$ cat src/rtl/ball_motion_controller.sv
// Per-ball fixed-point motion integrator: takes shots and collision velocities, integrates
// position once per frame with friction and edge clamping, and tracks the hole/respawn status.
module ball_motion_controller #(
  parameter int INITIAL_X       = 280,
  parameter int INITIAL_Y       = 185,
  parameter int FIXED_SHIFT     = 6,
  parameter int FRICTION_PERIOD = 4,
  parameter int MAX_X           = 607,
  parameter int MAX_Y           = 447
) (
  input  logic               clk,
  input  logic               resetN,
  input  logic               startOfFrame,
  input  logic               shotValid,
  input  logic signed [10:0] shotVelX,
  input  logic signed [10:0] shotVelY,
  input  logic               collisionOccurred,
  input  logic signed [10:0] collVelX,
  input  logic signed [10:0] collVelY,
  input  logic               holeHit,
  input  logic [2:0]         holeNum,
  input  logic               respawn,
  output logic [10:0]        topLeftPosX,
  output logic [10:0]        topLeftPosY,
  output logic signed [10:0] velX,
  output logic signed [10:0] velY,
  output logic               ballMoving,
  output logic               ballInHole,
  output logic [2:0]         holeNumOut
);

  localparam int PW = 11 + FIXED_SHIFT;
  localparam int CW = (FRICTION_PERIOD > 1) ? $clog2(FRICTION_PERIOD) : 1;
  localparam logic [CW-1:0] CNT_LAST = CW'(FRICTION_PERIOD - 1);
  localparam logic signed [PW-1:0] INIT_POS_X = PW'(INITIAL_X << FIXED_SHIFT);
  localparam logic signed [PW-1:0] INIT_POS_Y = PW'(INITIAL_Y << FIXED_SHIFT);

  localparam logic [1:0] ST_IDLE    = 2'd0;
  localparam logic [1:0] ST_MOVING  = 2'd1;
  localparam logic [1:0] ST_IN_HOLE = 2'd2;

  logic [1:0]               state_q, state_d;
  logic signed [PW-1:0]     pos_x_q, pos_x_d, pos_y_q, pos_y_d;
  logic signed [10:0]       vel_x_q, vel_x_d, vel_y_q, vel_y_d;
  logic                     pend_valid_q, pend_valid_d;
  logic signed [10:0]       pend_x_q, pend_x_d, pend_y_q, pend_y_d;
  logic [CW-1:0]            cnt_q, cnt_d;
  logic [2:0]               hole_num_q, hole_num_d;
  logic [10:0]              top_x_q, top_y_q;
  logic                     frame_update;
  logic signed [10:0]       vx_frame, vy_frame;

  // Integrate one axis and clamp the pixel part to [0, max_pix]; out-of-range clamps drop the fraction.
  function automatic logic signed [PW-1:0] advance(input logic signed [PW-1:0] pos,
                                                   input logic signed [10:0] vel,
                                                   input int max_pix);
    logic signed [PW:0] sum;
    sum = {pos[PW-1], pos} + {{(PW-10){vel[10]}}, vel};
    if (sum[PW])
      advance = '0;
    else if (int'(sum >>> FIXED_SHIFT) > max_pix)
      advance = PW'(max_pix << FIXED_SHIFT);
    else
      advance = sum[PW-1:0];
  endfunction

  function automatic logic signed [10:0] toward_zero(input logic signed [10:0] v);
    if (v > 0)      toward_zero = v - 11'sd1;
    else if (v < 0) toward_zero = v + 11'sd1;
    else            toward_zero = v;
  endfunction

  always_comb begin
    state_d      = state_q;
    pos_x_d      = pos_x_q;
    pos_y_d      = pos_y_q;
    vel_x_d      = vel_x_q;
    vel_y_d      = vel_y_q;
    pend_valid_d = pend_valid_q;
    pend_x_d     = pend_x_q;
    pend_y_d     = pend_y_q;
    cnt_d        = cnt_q;
    hole_num_d   = hole_num_q;
    frame_update = 1'b0;
    vx_frame     = vel_x_q;
    vy_frame     = vel_y_q;

    if (respawn) begin
      state_d      = ST_IDLE;
      pos_x_d      = INIT_POS_X;
      pos_y_d      = INIT_POS_Y;
      vel_x_d      = '0;
      vel_y_d      = '0;
      pend_valid_d = 1'b0;
      cnt_d        = '0;
    end else if (state_q != ST_IN_HOLE) begin
      if (holeHit) begin
        state_d      = ST_IN_HOLE;
        vel_x_d      = '0;
        vel_y_d      = '0;
        pend_valid_d = 1'b0;
        cnt_d        = '0;
        hole_num_d   = holeNum;
      end else begin
        frame_update = startOfFrame && ((state_q == ST_MOVING) || pend_valid_q);
        if (frame_update) begin
          if (pend_valid_q) begin
            vx_frame = pend_x_q;
            vy_frame = pend_y_q;
          end
          pend_valid_d = 1'b0;
          pos_x_d      = advance(pos_x_q, vx_frame, MAX_X);
          pos_y_d      = advance(pos_y_q, vy_frame, MAX_Y);
          // Friction is applied after the position step, using the pre-friction velocity.
          if (cnt_q == CNT_LAST) begin
            cnt_d    = '0;
            vx_frame = toward_zero(vx_frame);
            vy_frame = toward_zero(vy_frame);
          end else begin
            cnt_d = cnt_q + CW'(1);
          end
          vel_x_d = vx_frame;
          vel_y_d = vy_frame;
          if ((vx_frame == 0) && (vy_frame == 0)) begin
            state_d = ST_IDLE;
            cnt_d   = '0;
          end else begin
            state_d = ST_MOVING;
          end
        end else if ((state_q == ST_IDLE) && shotValid && ((shotVelX != 0) || (shotVelY != 0))) begin
          vel_x_d = shotVelX;
          vel_y_d = shotVelY;
          state_d = ST_MOVING;
        end
        // A collision on a frame-start cycle always opens the next frame's latch.
        if (collisionOccurred && (startOfFrame || !pend_valid_q)) begin
          pend_valid_d = 1'b1;
          pend_x_d     = collVelX;
          pend_y_d     = collVelY;
        end
      end
    end
  end

  always_ff @(posedge clk or negedge resetN) begin
    if (!resetN) begin
      state_q      <= ST_IDLE;
      pos_x_q      <= INIT_POS_X;
      pos_y_q      <= INIT_POS_Y;
      vel_x_q      <= '0;
      vel_y_q      <= '0;
      pend_valid_q <= 1'b0;
      pend_x_q     <= '0;
      pend_y_q     <= '0;
      cnt_q        <= '0;
      hole_num_q   <= '0;
      top_x_q      <= 11'(INITIAL_X);
      top_y_q      <= 11'(INITIAL_Y);
    end else begin
      state_q      <= state_d;
      pos_x_q      <= pos_x_d;
      pos_y_q      <= pos_y_d;
      vel_x_q      <= vel_x_d;
      vel_y_q      <= vel_y_d;
      pend_valid_q <= pend_valid_d;
      pend_x_q     <= pend_x_d;
      pend_y_q     <= pend_y_d;
      cnt_q        <= cnt_d;
      hole_num_q   <= hole_num_d;
      top_x_q      <= pos_x_d[PW-1:FIXED_SHIFT];
      top_y_q      <= pos_y_d[PW-1:FIXED_SHIFT];
    end
  end

  assign topLeftPosX = top_x_q;
  assign topLeftPosY = top_y_q;
  assign velX        = vel_x_q;
  assign velY        = vel_y_q;
  assign ballMoving  = (state_q == ST_MOVING);
  assign ballInHole  = (state_q == ST_IN_HOLE);
  assign holeNumOut  = hole_num_q;

endmodule

$ cat config.mk
export PLATFORM = sky130hd
export DESIGN_NAME = ball_motion_controller
export DESIGN_NICKNAME = d
export VERILOG_FILES = /design/src/rtl/ball_motion_controller.sv
export SDC_FILE = /design/constraint.sdc
export NUM_CORES = 1
export LEC_CHECK = 0
export CORE_ASPECT_RATIO = 1.5
export CORE_MARGIN = 5
export CORE_UTILIZATION = 45
export CTS_BUF_LIST = sky130_fd_sc_hd__clkbuf_2
export CTS_CLUSTER_SIZE = 10
export DETAILED_ROUTE_END_ITERATION = 8
export PLACE_DENSITY = 0.68
export RECOVER_POWER = 100
export SYNTH_ARGS = -nofsm -noshare
export SYNTH_HDL_FRONTEND = slang
export SYNTH_SLANG_ARGS = --single-unit
export TNS_END_PERCENT = 1
$ cat constraint.sdc
create_clock -name clk -period 4.9 [get_ports clk]
set_clock_uncertainty 0.2 [all_clocks]
set_input_delay 1.225 -clock clk [delete_from_list [all_inputs] [get_ports clk]]
set_output_delay 1.225 -clock clk [all_outputs]
set_load 0.02 [all_outputs]
# After elaboration in Yosys (flattened, before gate mapping)

Index checks and enable logic that the tools add are counted.

Register bits after elaboration: 86
Input port bits: 54
Output and inout bits: 49
Word-level logic and storage cells: 120

Add/sub/neg operators: 7
Magnitude comparators: 6
Equality and inequality tests: 5
Muxes and demuxes: 63
Bitwise operators: 2
Reduce and logical (&&, ||, !) cells: 25

Operator list:

| operator                | number |
|---|---|
| $mux W11                | 34 |
| $mux W17                | 12 |
| $logic_not A32 Y1       | 2 |
| $reduce_bool A32 Y1     | 2 |
| $add A17 B11 Y18        | 2 |
| $add A11 B2 Y11 const B | 2 |
| $gt A11 B1 Y1 const B   | 2 |
| $lt A11 B1 Y1 const B   | 2 |
| $mux W2                 | 11 |
| $sub A11 B2 Y11 const B | 2 |
| $gt A12 B10 Y1 const B  | 1 |
| $gt A12 B11 Y1 const B  | 1 |
| $reduce_bool A4 Y1      | 2 |
| $mux W1                 | 6 |
| $reduce_and A2 Y1       | 3 |
| $reduce_and A3 Y1       | 2 |
| $logic_and A1 B1 Y1     | 5 |
| $eq A2 B2 Y1 const B    | 2 |
| $reduce_and A4 Y1       | 1 |
| $reduce_bool A2 Y1      | 2 |
| $logic_or A1 B1 Y1      | 3 |
| $reduce_bool A3 Y1      | 1 |
| $add A2 B1 Y2 const B   | 1 |
| $eq A2 B1 Y1 const B    | 1 |
| 5 further kinds         | 6 |

# Depth between registers and ports, before layout

Gate-level depths: netlist (run 1).

Depth after elaboration: 22
Depth in mapped cells: 16
Gate-level depth less buffers: 14

# Worst setup path after synthesis (run 1)

OpenSTA, ideal clock, no wires.

Path type: flip-flop to flip-flop
Start point: register pend_valid_q
End point: register cnt_q[1]
Setup time: 122 ps
Arrival: 3960 ps
Path slack: 618 ps
Stages on the path, launching flop included: 16
Path buffers: 4
Cells stage by stage: dfrtp_1 buf_4 buf_4 clkbuf_1 buf_1 mux2_2 inv_1 ha_1 o21ai_1 o21ba_2 xnor2_1 or4_1 a221oi_2 nand4b_1 or4_4 a32o_1

Word-level cells in the longest chain between the ends: 20

Ends and longest elaborated chain:

| what                                             | line | text |
|---|---|---|
| from (decl)                                      | 45   | `logic pend_valid_q, pend_valid_d;` |
| from (signal assigned)                           | 165  | `pend_valid_q <= pend_valid_d;` |
| $mux W11                                         | 107  | `if (pend_valid_q) begin` |
| $mux W11                                         | 106  | `if (frame_update) begin` |
| $mux W11                                         | 97   | `if (holeHit) begin` |
| $mux W11                                         | 96   | `end else if (state_q != ST_IN_HOLE) begin` |
| $mux W11                                         | 88   | `if (respawn) begin` |
| $add A11 B2 Y11 or $lt A11 B1 Y1 (tied branches) | 69   | `else if (v < 0) toward_zero = v + 11'sd1;` |
| $mux W11                                         | 69   |  |
| $mux W11                                         | 68   | `if (v > 0) toward_zero = v - 11'sd1;` |
| [4 not listed]                                   | --   |  |
| $mux W11                                         | 88   |  |
| $logic_not A32 Y1                                | 124  | `if ((vx_frame == 0) && (vy_frame == 0)) begin` |
| $logic_and A1 B1 Y1                              | 124  |  |
| $mux W2                                          | 124  |  |
| $mux W2                                          | 106  |  |
| $mux W2                                          | 97   |  |
| $mux W2                                          | 96   |  |
| $mux W2                                          | 88   |  |
| to (signal assigned)                             | 168  | `cnt_q <= cnt_d;` |
| to (decl)                                        | 47   | `logic [CW-1:0] cnt_q, cnt_d;` |

Parallel ways exist; a longest one is shown, timed or not. The select of a mux whose other input is x is not followed.
A chain may end at the register's enable or synchronous reset.

# Worst setup path in the final report (run 1)

Start point: register pend_valid_q
End point: register pos_y_q[2]

Word-level cells in the longest chain between the ends: 13

Ends and longest elaborated chain:

| what                 | line | text |
|---|---|---|
| $mux W11             | 107  |  |
| $mux W11             | 106  |  |
| $mux W11             | 97   |  |
| $mux W11             | 96   |  |
| $mux W11             | 88   |  |
| $add A17 B11 Y18     | 58   | `sum = {pos[PW-1], pos} + {{(PW-10){vel[10]}}, vel};` |
| $gt A12 B10 Y1       | 61   | `else if (int'(sum >>> FIXED_SHIFT) > max_pix)` |
| $mux W17             | 61   |  |
| $mux W17             | 59   | `if (sum[PW])` |
| $mux W17             | 106  |  |
| $mux W17             | 97   |  |
| $mux W17             | 96   |  |
| $mux W17             | 88   |  |
| to (signal assigned) | 162  | `pos_y_q <= pos_y_d;` |
| to (decl)            | 43   | `logic signed [PW-1:0] pos_x_q, pos_x_d, pos_y_q, pos_y_d;` |

Parallel ways exist; a longest one is shown, timed or not. The select of a mux whose other input is x is not followed.

==> metrics, run 1 <==
max_slew headroom=~11%; post-route minimum period=4.56 ns; wire per inst=between 15 and 20 microns; sequential share of the synthesized area=30.6%; number of buffers and inverters on the critical path=2; CTS sink count=86; H-Tree Level Count=3; Leak=0.00369 uW; Buffers on Ports=102; Max clock buf depth=2; Core Util, Final=53.1%; TritonCTS clock tree=built; Slowest-stage cell, CP=dfrtp_2; min-delay worst type=flip-flop to flip-flop; most frequent cells in the layout=dfrtp_1 (77), nand2_1 (75), a21oi_1 (51), clkdlybuf4s50_1 (51), dlygate4sd3_1 (50); CP Launch Point=pend_valid_q; register area=0.00216 sq mm; Final Hold Viols=0; Via-to-Cell Ratio=6.02; cell count after synthesis=806; pwr/cell area=around 260 mW/mm^2; WS Path Type=flip-flop to flip-flop; final number of setup-violating endpoints=0; Total Wirelength=between 20000 and 25000 microns; worst r2r path cells=13; Post-CTS Hold Buffers=0; DPL Wire Length=between 15000 and 20000 microns; antenna violations before repair=1; Placed Cells=1068; Hold Path Cell Cnt=2; Distinct cells, synth=74; Overflow after GRT=0; Top Ports=103; dominant synthesized flop cell=dfrtp_1; Max IR drop VDD=0.124 mV; layout cells sized above 1=10.3%; fin nets=971; Ys Warns=0; Tightest Pin Transition=1.33 ns; Vias=6527; synthesized area=0.00706 sq mm; post-route ant nets=0; post-CTS sizing=0; Async S/R FF share, synth=100%; Synth Register Bits=86; Fin Setup TNS=0 ns; RSZ-0062 raised after global routing=no; CP Cell Sequence=mux2i_1 > inv_1 > ha_1 > a21o_1 > a21o_1 > a21oi_1 > a21boi_0 > a21oi_1 > xor2_1 > a311oi_1 > buf_4 > and2_0 > a32o_1; CTS clk-pin slew, worst paths=between 0.2 and 0.3 ns; Hold Path Sink=pos_x_q[3]; Area Growth Syn to Fin=17.1%; DIE WIDTH=112 microns; vias in the first global route=6558; clk root buf=clkbuf_2; CTS buffer count=9; flop-to-flop setup slack=0.34 ns; Die H=163 microns; Initial Utilization=45.4%; status=finished clean; type of origin of the critical path=flip-flop; largest net degree at the start of global routing=64; global-route wire length before repair=33500 microns; WHS=0.327 ns; First-pass DRT Iterations=7; Die Area=0.0183 sq mm; fin crit share=93.1%; critical path's largest stage delay=0.74 ns; Mapped Avg Cell Area=8.76 sq um; Post-CTS Setup Bufs=0; total nets after synthesis=~900; core box area=0.0156 sq mm; Final Wtd Congestion=0.939; Setup crit end kind=flip-flop; Skew-Pair Late Insertion Delay=0.63 ns; Slew Limit Fails=0; area of the multi-input gates=around 0.0045 sq mm; Worst Path Max Fanout=24; family with the most delay on the worst path=compound AO/OA/AOI/OAI gates; capturing point of the worst reg2reg path=pos_y_q[2]; RR Startpoint=pend_valid_q; CP arrival=around 4.9 ns; DR DRC count=0; most common cell after layout, fill and taps aside=dfrtp_1; f_max=0.219 GHz; non-filler cells, final=1085; Max-cap violations=0; Fill cells=1520; total track usage=22.7%; row count=56; Initial DRC Count=293; worst path required time=5.27 ns; Post-synth EDFFs=0; beginning of the worst hold path=pos_x_q[3]; Pwr Total=2130 uW
logic make-up after synthesis:
logic type / synth area share [%]
adders and majority gates: 7.48
muxes: 8.61
AOI/OAI and AO/OA: 23.6
xor gates and xnor gates: 5.09
buffers and inverters: 5.58
DFF: 30.6
and+or+nand+nor: 19.1
worst max-delay path by stage:
stage,endpoint,slack [ns],cells after the start
floorplan,cnt_q[1],0.62,15
global placement,pos_x_q[2],0.71,15
detailed placement,pos_x_q[2],0.64,15
CTS,pos_x_q[2],0.49,15
global route,pos_y_q[2],0.01,13
finish,pos_y_q[2],0.34,13
state kept, by name, summed over array words and instances, names as in the netlist:
name,cells
pend_valid_q,1
pend_y_q,11
velY,11
pos_x_q,17
pos_y_q,17
holeNumOut,3
state_q,2
cnt_q,2
pend_x_q,11
velX,11
cell usage after synthesis (all sizes together) (7+ instances only):
cell	number	share of area, %
nand2	75	4.0
nand2b	13	1.2
inv	24	1.3
buf	31	3.0
mux2	43	6.9
nand3	22	1.6
nor3b	7	0.74
o21ai	51	3.6
o211ai	7	0.74
a21oi	52	3.8
nor2b	8	0.71
xor2	18	2.2
and2	7	0.62
ha	39	6.9
nor3	24	1.7
dfstp	8	3.0
o21a	7	0.74
nor2	48	2.6
xnor2	23	2.9
dfrtp	78	28
a21o	25	2.7
nand4	15	1.3
a22o	29	3.6
mux2i	12	1.8
clkbuf	24	1.3
nor4	16	1.5
through the flow:
step	setup WS [ns]	cell area (sq um)
after global routing	0.0148	8270
after global placement	0.708	8140
final	0.339	8270
after floorplan	0.618	7060
after CTS	0.492	8300
after detailed placement	0.639	8140
tightest hold or removal path: cells and delay by family (launching register included):
| kind | cells | cell delay (ns) |
|---|---|---|
| compound gates | 1 | 0.06 |
| simple gates | 1 | 0.05 |
| flops | 1 | 0.40 |
per-layer routing:
metal	up-vias	GRT usage (%)	part of all wire [%]
li1	3130	-	-
met1	3134	27.4	42
met2	212	39.4	50
met3	51	3.04	4.4
met4	0	11.7	3.8
met5	-	0	0
power breakdown:
part | switching (uW) | internal [uW] | leakage (uW)
Combinational | 405 | 327 | 0.00249
Sequential | 106 | 782 | 0.00111
Clock | 284 | 222 | 0.0000929
cell type report:
class / count / share of cell area, %
Multi-Input combinational cell: 641 / 54.5
Inverter: 24 / 1.09
Tap cell: 203 / 3.07
Clock buffer: 9 / 0.545
Clock inverter: 7 / 1.45
Sequential cell: 86 / 26.2
Timing Repair Buffer: 114 / 13.2
Antenna cell: 1 / 0.0303
Power figures use the tool's default switching activity.
==> run 2, diff against run 1 <==
Settings changed: SKIP_CTS_REPAIR_TIMING set to 1.
==> results of run 2 <==
Same layout as run 1: the final DEF is identical, and so are final timing and power.
